**config.mk**
```make
export PLATFORM = sky130hd
export DESIGN_NAME = ibex_lsu_resp_stage
export DESIGN_NICKNAME = d
export VERILOG_FILES = /design/src/rtl/ibex_pkg.sv /design/src/rtl/ibex_lsu_load_align.sv /design/src/rtl/ibex_lsu_resp_stage.sv
export SDC_FILE = /design/constraint.sdc
export NUM_CORES = 1
export LEC_CHECK = 0
export CORE_ASPECT_RATIO = 0.6
export CORE_MARGIN = 2
export CORE_UTILIZATION = 46
export DETAILED_ROUTE_END_ITERATION = 12
export GPL_ROUTABILITY_DRIVEN = 1
export HOLD_SLACK_MARGIN = 0.1
export PLACE_DENSITY = 0.85
export SETUP_SLACK_MARGIN = 0.3
export SKIP_CTS_REPAIR_TIMING = 1
export SLEW_MARGIN = 40
export SYNTH_ARGS = -nofsm -noshare
export SYNTH_HDL_FRONTEND = slang
export SYNTH_HIERARCHICAL = 1
export SYNTH_SLANG_ARGS = --single-unit
```
**constraint.sdc**
```tcl
create_clock -name clk_i -period 2.5 [get_ports clk_i]
set_clock_uncertainty 0.15 [all_clocks]
set_input_delay 0.375 -clock clk_i [delete_from_list [all_inputs] [get_ports clk_i]]
set_output_delay 0.375 -clock clk_i [all_outputs]
set_load 0.01 [all_outputs]
```
**src/rtl/ibex_pkg.sv**
```systemverilog
// Shared LSU response-stage types: access size encoding and response FSM states.
package ibex_pkg;

  typedef enum logic [1:0] {
    LSU_WORD = 2'b00,
    LSU_HALF = 2'b01,
    LSU_BYTE = 2'b10,
    LSU_RSVD = 2'b11
  } lsu_size_e;

  typedef enum logic [1:0] {
    IDLE       = 2'b00,
    WAIT_FIRST = 2'b01,
    WAIT_LAST  = 2'b10
  } lsu_resp_state_e;

endpackage

```
**src/rtl/ibex_lsu_load_align.sv**
```systemverilog
// Combinational load-data alignment: shifts the {hi, lo} beat pair by the byte offset and extends.
module ibex_lsu_load_align
  import ibex_pkg::*;
(
  input  logic [31:0] hi,
  input  logic [31:0] lo,
  input  logic [1:0]  offset,
  input  lsu_size_e   size,
  input  logic        sign,
  output logic [31:0] data
);

  logic [63:0] shifted_s;

  // Byte-shift the concatenated beats, then pick and extend the addressed lanes
  always_comb begin
    shifted_s = {hi, lo} >> {offset, 3'b000};
    case (size)
      LSU_HALF: data = {{16{sign & shifted_s[15]}}, shifted_s[15:0]};
      LSU_BYTE: data = {{24{sign & shifted_s[7]}}, shifted_s[7:0]};
      default:  data = shifted_s[31:0];
    endcase
  end

endmodule

```
**src/rtl/ibex_lsu_resp_stage.sv**
```systemverilog
// LSU response stage: one completion per instruction from one or two bus beats.
// Optional IBEX_LSU_RESP_ERR_EARLY_EN: an error on the first beat of a split load completes at once.
module ibex_lsu_resp_stage
  import ibex_pkg::*;
#(
  parameter bit SplitBeats = 1'b1
) (
  input  logic        clk_i,
  input  logic        rst_i,
  input  logic        req_i,
  input  logic        req_we_i,
  input  logic [1:0]  req_type_i,
  input  logic        req_sign_ext_i,
  input  logic [1:0]  req_offset_i,
  input  logic        req_split_i,
  output logic        ready_o,
  input  logic        data_rvalid_i,
  input  logic [31:0] data_rdata_i,
  input  logic        data_err_i,
  output logic [31:0] rf_wdata_lsu_o,
  output logic        rf_we_lsu_o,
  output logic        lsu_resp_valid_o,
  output logic        lsu_resp_err_o,
  output logic        busy_o
);

  lsu_resp_state_e state_q, state_d;
  logic            we_q, sign_q, split_q, err_q;
  lsu_size_e       type_q;
  logic [1:0]      offset_q;
  logic [31:0]     beat0_q;

  logic            req_split_s, accept_s, last_done_s, early_done_s;
  logic [31:0]     align_hi_s, align_lo_s, align_data_s;

  assign req_split_s = SplitBeats & req_split_i;
  assign ready_o     = ~rst_i & ((state_q == IDLE) | ((state_q == WAIT_LAST) & data_rvalid_i));
  assign accept_s    = req_i & ready_o;

  // Next-state logic and completion qualifiers
  always_comb begin
    state_d      = state_q;
    last_done_s  = 1'b0;
    early_done_s = 1'b0;
    case (state_q)
      IDLE: begin
        if (req_i) begin
          state_d = req_split_s ? WAIT_FIRST : WAIT_LAST;
        end else begin
          state_d = IDLE;
        end
      end
      WAIT_FIRST: begin
        if (data_rvalid_i) begin
`ifdef IBEX_LSU_RESP_ERR_EARLY_EN
          if (data_err_i & ~we_q) begin
            state_d      = IDLE;
            early_done_s = 1'b1;
          end else begin
            state_d = WAIT_LAST;
          end
`else
          state_d = WAIT_LAST;
`endif
        end else begin
          state_d = WAIT_FIRST;
        end
      end
      WAIT_LAST: begin
        if (data_rvalid_i) begin
          last_done_s = 1'b1;
          if (req_i) begin
            state_d = req_split_s ? WAIT_FIRST : WAIT_LAST;
          end else begin
            state_d = IDLE;
          end
        end else begin
          state_d = WAIT_LAST;
        end
      end
      default: state_d = IDLE;
    endcase
  end

  // State, descriptor, first-beat data and sticky error registers
  always_ff @(posedge clk_i) begin
    if (rst_i) begin
      state_q  <= IDLE;
      we_q     <= 1'b0;
      type_q   <= LSU_WORD;
      sign_q   <= 1'b0;
      offset_q <= 2'b00;
      split_q  <= 1'b0;
      err_q    <= 1'b0;
      beat0_q  <= 32'h0000_0000;
    end else begin
      state_q <= state_d;
      if (accept_s) begin
        we_q     <= req_we_i;
        type_q   <= lsu_size_e'(req_type_i);
        sign_q   <= req_sign_ext_i;
        offset_q <= req_offset_i;
        split_q  <= req_split_s;
        err_q    <= 1'b0;
      end else if ((state_q == WAIT_FIRST) && data_rvalid_i) begin
        beat0_q <= data_rdata_i;
        err_q   <= data_err_i;
      end
    end
  end

  // Split accesses take the low word from the captured first beat
  assign align_hi_s = split_q ? data_rdata_i : 32'h0000_0000;
  assign align_lo_s = split_q ? beat0_q : data_rdata_i;

  ibex_lsu_load_align u_load_align (
    .hi     (align_hi_s),
    .lo     (align_lo_s),
    .offset (offset_q),
    .size   (type_q),
    .sign   (sign_q),
    .data   (align_data_s)
  );

  assign lsu_resp_valid_o = ~rst_i & (last_done_s | early_done_s);
  assign lsu_resp_err_o   = lsu_resp_valid_o & (err_q | data_err_i);
  assign rf_we_lsu_o      = lsu_resp_valid_o & ~we_q & ~lsu_resp_err_o;
  assign rf_wdata_lsu_o   = rf_we_lsu_o ? align_data_s : 32'h0000_0000;
  assign busy_o           = ~rst_i & (state_q != IDLE);

endmodule

```
[After elaboration in Yosys (flattened, before gate mapping)]
Index checks and enable logic that the tools add are counted.
Storage, ports and cells
  register bits after elaboration: 42
  output and inout port bits: 37
  logic and storage cells: 45
Operators by class
  equality and inequality tests: 4
  shift-type cells: 1
  mux-type cells: 11
  bitwise operators: 16
  reduce and logical (&&, ||, !) cells: 5
Operators by type and width (number)
  $mux 32: 3
  $pmux 32 s2: 1
  $shr 64x5->32: 1
  $and 1x1->1: 10
  $mux 2: 4
  $pmux 2 s3: 1
  $eq 2x1->1 const B: 2
  $eq 2x2->1 const B: 2
  $not 1->1: 4
  $logic_not 2->1: 1
  $mux 1: 2
  $or 1x1->1: 2
  $reduce_and 2->1: 1
  $reduce_bool 2->1: 1
  $reduce_or 2->1: 1
  $logic_and 1x1->1: 1

[Longest topological paths before layout]
  depth after elaboration: 7
  mapped depth: 8

[Hierarchy]
Netlist, hierarchy kept.
By module, submodules not included
  ibex_lsu_resp_stage: times used 1, cells each 291, area each 2427.3 um2
  ibex_lsu_load_align: times used 1, cells each 84, area each 1041.0 um2

[Least setup slack after synthesis]
OpenSTA, ideal clock, no wires.
  path kind: reg2out
  from: register split_q
  to: output port rf_wdata_lsu_o[16]
  data arrival time: 2266 ps
  path slack: -291 ps
  cell stages (with the launch flop): 9
  cell sequence: dfxtp_1 buf_2 buf_2 mux2_2 mux4_2 a32o_2 buf_6 a21o_1 and2_1
Between the ends
  word-level cells in the longest chain between the ends: 5
RTL lines
  start: declaration: line ibex_lsu_resp_stage.sv:28  | logic we_q, sign_q, split_q, err_q;
  start signal: assignment: line ibex_lsu_resp_stage.sv:103  | split_q <= req_split_s;
  $mux 32 (*): line ibex_lsu_resp_stage.sv:114  | assign align_lo_s = split_q ? beat0_q : data_rdata_i;
  named net align_lo_s[23]: line ibex_lsu_resp_stage.sv:34  | logic [31:0] align_hi_s, align_lo_s, align_data_s;
  $shr 64x5->32 (*): line ibex_lsu_load_align.sv:17  | shifted_s = {hi, lo} >> {offset, 3'b000};
  $and 1x1->1, on equally long branches: line ibex_lsu_load_align.sv:20, ibex_lsu_load_align.sv:19
  $pmux 32 s2 (*): line ibex_lsu_load_align.sv:18  | case (size)
  named net align_data_s[16]: line ibex_lsu_resp_stage.sv:34
  $mux 32 (*): line ibex_lsu_resp_stage.sv:128  | assign rf_wdata_lsu_o = rf_we_lsu_o ? align_data_s : 32'h0000_0000;
  end: declaration: line ibex_lsu_resp_stage.sv:20  | output logic [31:0] rf_wdata_lsu_o,
The timed path passes the listed nets; every way through them passes the cells marked *.

[Final worst setup path]
  from: register split_q
  to: output port rf_wdata_lsu_o[17]
Same word-level chain as after synthesis.

==> metrics.log <==
INFO  metric ctsHtreeMaxLevel = 2
INFO  metric synth_fp_nets = 413
INFO  metric irDropWorstVdd = approximately 0.24 mV
INFO  metric start_kind = flip-flop
INFO  metric finalCriticalPeriod = 3030 ps
INFO  metric post_detailed_route_via_to_cell_ratio = 5.85
INFO  metric wire_length_of_the_first_global_routing_pass = 16.2 mm
INFO  metric global_route.overflow_total = 0
INFO  metric ios = around 80
INFO  metric drv_cap = 0
INFO  metric final_worst_path_setup_slack = -534 ps
INFO  metric layout.nets = roughly 510
INFO  metric wirelength = 10.7 mm
INFO  metric cp-startpoint = split_q
INFO  metric failed_checks = setup timing
INFO  metric clock_tree.root_cell = sky130_fd_sc_hd__clkbuf_16
INFO  metric placement_cell_area = between 4000 and 5000 µm²
INFO  metric port_buffers = 80
INFO  metric drt_pass1_iterations = 5
INFO  metric power_per_cell_area = 426 nW/µm²
INFO  metric yosys_warnings = 6
INFO  metric cts_made_buffers = 5
INFO  metric setup-violations-final = 32
INFO  metric routed_wire_length_per_instance = around 19 µm
INFO  metric max-clock-path-buffers = 2
INFO  metric timing.slew.headroom = 73.0%
INFO  metric syn_avg_cell_area = between 9 and 10 µm²
INFO  metric slowest_delay = 550 ps
INFO  metric stdcell_area = 4890 µm²
INFO  metric endpoint_kind = output port
INFO  metric antenna_left = 0
INFO  metric crit_chain = mux2_4, mux4_2, a32o_4, buf_6, a21o_1, and2_4, buf_6
INFO  metric place_worst_setup_slack = -895 ps
INFO  metric routed-via-count = about 3300
INFO  metric first_iter_violations = 231
INFO  metric power_leakage = 0.00237 µW
INFO  metric die_y = roughly 70 µm
INFO  metric global_route.usage.total = about 25%
INFO  metric critical_path_buf_inv_count = 2
INFO  metric synth_cells = 367
INFO  metric outcome = complete, but fails checks
INFO  metric placeableCoreArea = 7240 µm²
INFO  metric cts.sink_count = 42
INFO  metric slew_worst_pin = 405 ps
INFO  metric number_of_global_route_vias_before_repair = 3109
INFO  metric crit-reg2reg-launch = state_q[0]
INFO  metric drt_drc_violations_left = 0
INFO  metric cts_tree = built
INFO  metric worst_path_dominant_cell_family = multiplexers
INFO  metric clock_transition_at_path_regs = 60 ps
INFO  metric hold_start = data_rdata_i[31]
INFO  metric final_max_slew_viols = 0
INFO  metric synth.cell_area = 3420 µm²
INFO  metric crit_fanout = 6
INFO  metric std_cell_rows = 24
INFO  metric floorplan.die.width = 115 µm
INFO  metric grt_setup_unrepaired = yes
INFO  metric critPathArrivalTime = 2510 ps
INFO  metric grt_max_degree = 34
INFO  metric place.detailed.hpwl = 7.68 mm
INFO  metric hold_viol_final = 0
INFO  metric flow.area_growth_from_synthesis = 43.2%
INFO  metric floorplan.die_area = 8160 µm²
INFO  metric timing.critical_path.slowest_stage_cell = sky130_fd_sc_hd__mux4_2
INFO  metric initial_utilization = 47.2%
INFO  metric fmax = approximately 330 MHz
INFO  metric drive_above_1_share = around a third
INFO  metric insertion_delay = 280 ps
INFO  metric critPathRequiredTime = 1980 ps
INFO  metric kind_of_critical_path = flip-flop to output port
INFO  metric path_common_cell = sky130_fd_sc_hd__buf_6
INFO  metric final.period_utilization = 121%
INFO  metric number_of_antenna_violations_at_the_first_check_in_global_routing = 0
INFO  metric min-delay-path-class = input port to flip-flop
INFO  metric globalplace.congestion = 0.927
INFO  metric diodes = 0
==> state kept, by name (all words and copies together) (netlist names) <==
signal,cells
beat0_q,32
offset_q,2
sign_q,1
err_q,1
type_q,2
we_q,1
split_q,1
state_q,2
==> layout by cell type (no fill, tap or decap), types with 2 or more instances in the layout <==
cell type,n
sky130_fd_sc_hd__dlymetal6s2s_1,24
sky130_fd_sc_hd__nor2b_1,4
sky130_fd_sc_hd__mux4_2,32
sky130_fd_sc_hd__nand2_1,74
sky130_fd_sc_hd__ha_1,2
sky130_fd_sc_hd__dfxtp_1,40
sky130_fd_sc_hd__clkbuf_16,5
sky130_fd_sc_hd__a21oi_1,34
sky130_fd_sc_hd__clkdlybuf4s50_1,39
sky130_fd_sc_hd__mux2_2,25
sky130_fd_sc_hd__inv_1,2
sky130_fd_sc_hd__o21ai_0,8
sky130_fd_sc_hd__and2_1,40
sky130_fd_sc_hd__nand2b_1,2
sky130_fd_sc_hd__buf_4,33
sky130_fd_sc_hd__clkbuf_2,2
sky130_fd_sc_hd__and2_4,16
sky130_fd_sc_hd__and3b_1,2
sky130_fd_sc_hd__nor2_1,2
sky130_fd_sc_hd__buf_12,4
sky130_fd_sc_hd__mux2_4,14
sky130_fd_sc_hd__and2b_1,5
sky130_fd_sc_hd__buf_6,23
sky130_fd_sc_hd__a21o_1,17
==> per-stage QoR <==
step	hold WS [ps]	utilization [%]	TNS, ps	instances	total power [µW]
2_1_floorplan	281	-	-735	367	1170
6_report	225	67.6	-11900	571	2080
3_3_place_gp	288	62.4	-20990	555	1410
3_5_place_dp	296	62.4	-22230	555	1420
5_1_grt	250	67.6	-13160	571	2160
4_1_cts	305	64.3	-23930	562	2050
==> tightest hold or removal path, stage by stage <==
cell	delay (ps)
sky130_fd_sc_hd__dlymetal6s2s_1	130
sky130_fd_sc_hd__nand2_1	50
sky130_fd_sc_hd__a21oi_1	50
==> layer usage <==
metal,wire (µm),GRT usage (%),vias up
li1,-,-,1494
met1,4590,37.6,1611
met2,4830,38.2,221
met3,1140,6.17,14
met4,113,3.88,0
met5,0,0,-
==> power breakdown <==
group	switching, µW	total, µW	internal [µW]
combinational	319	730	411
sequential	28.5	726	698
clock	263	628	365
==> cell type report <==
type	count	area (µm²)
multi-input combinational	290	2470
fill	525	2340
timing repair buffer	126	1300
sequential	42	846
tap	104	130
clock buffer	6	129
clock inverter	1	7.51
inverter	2	7.51
==> path summary, 6_finish.rpt <==
path              slack, ps  cells after the start            endpoint
setup reg to reg        810                      4          beat0_q[8]
hold / removal          220                      3         beat0_q[31]
hold reg to reg         310                      2         beat0_q[10]
setup / recovery       -530                      7  rf_wdata_lsu_o[17]
Note: power is estimated with default switching activity, not from simulation.
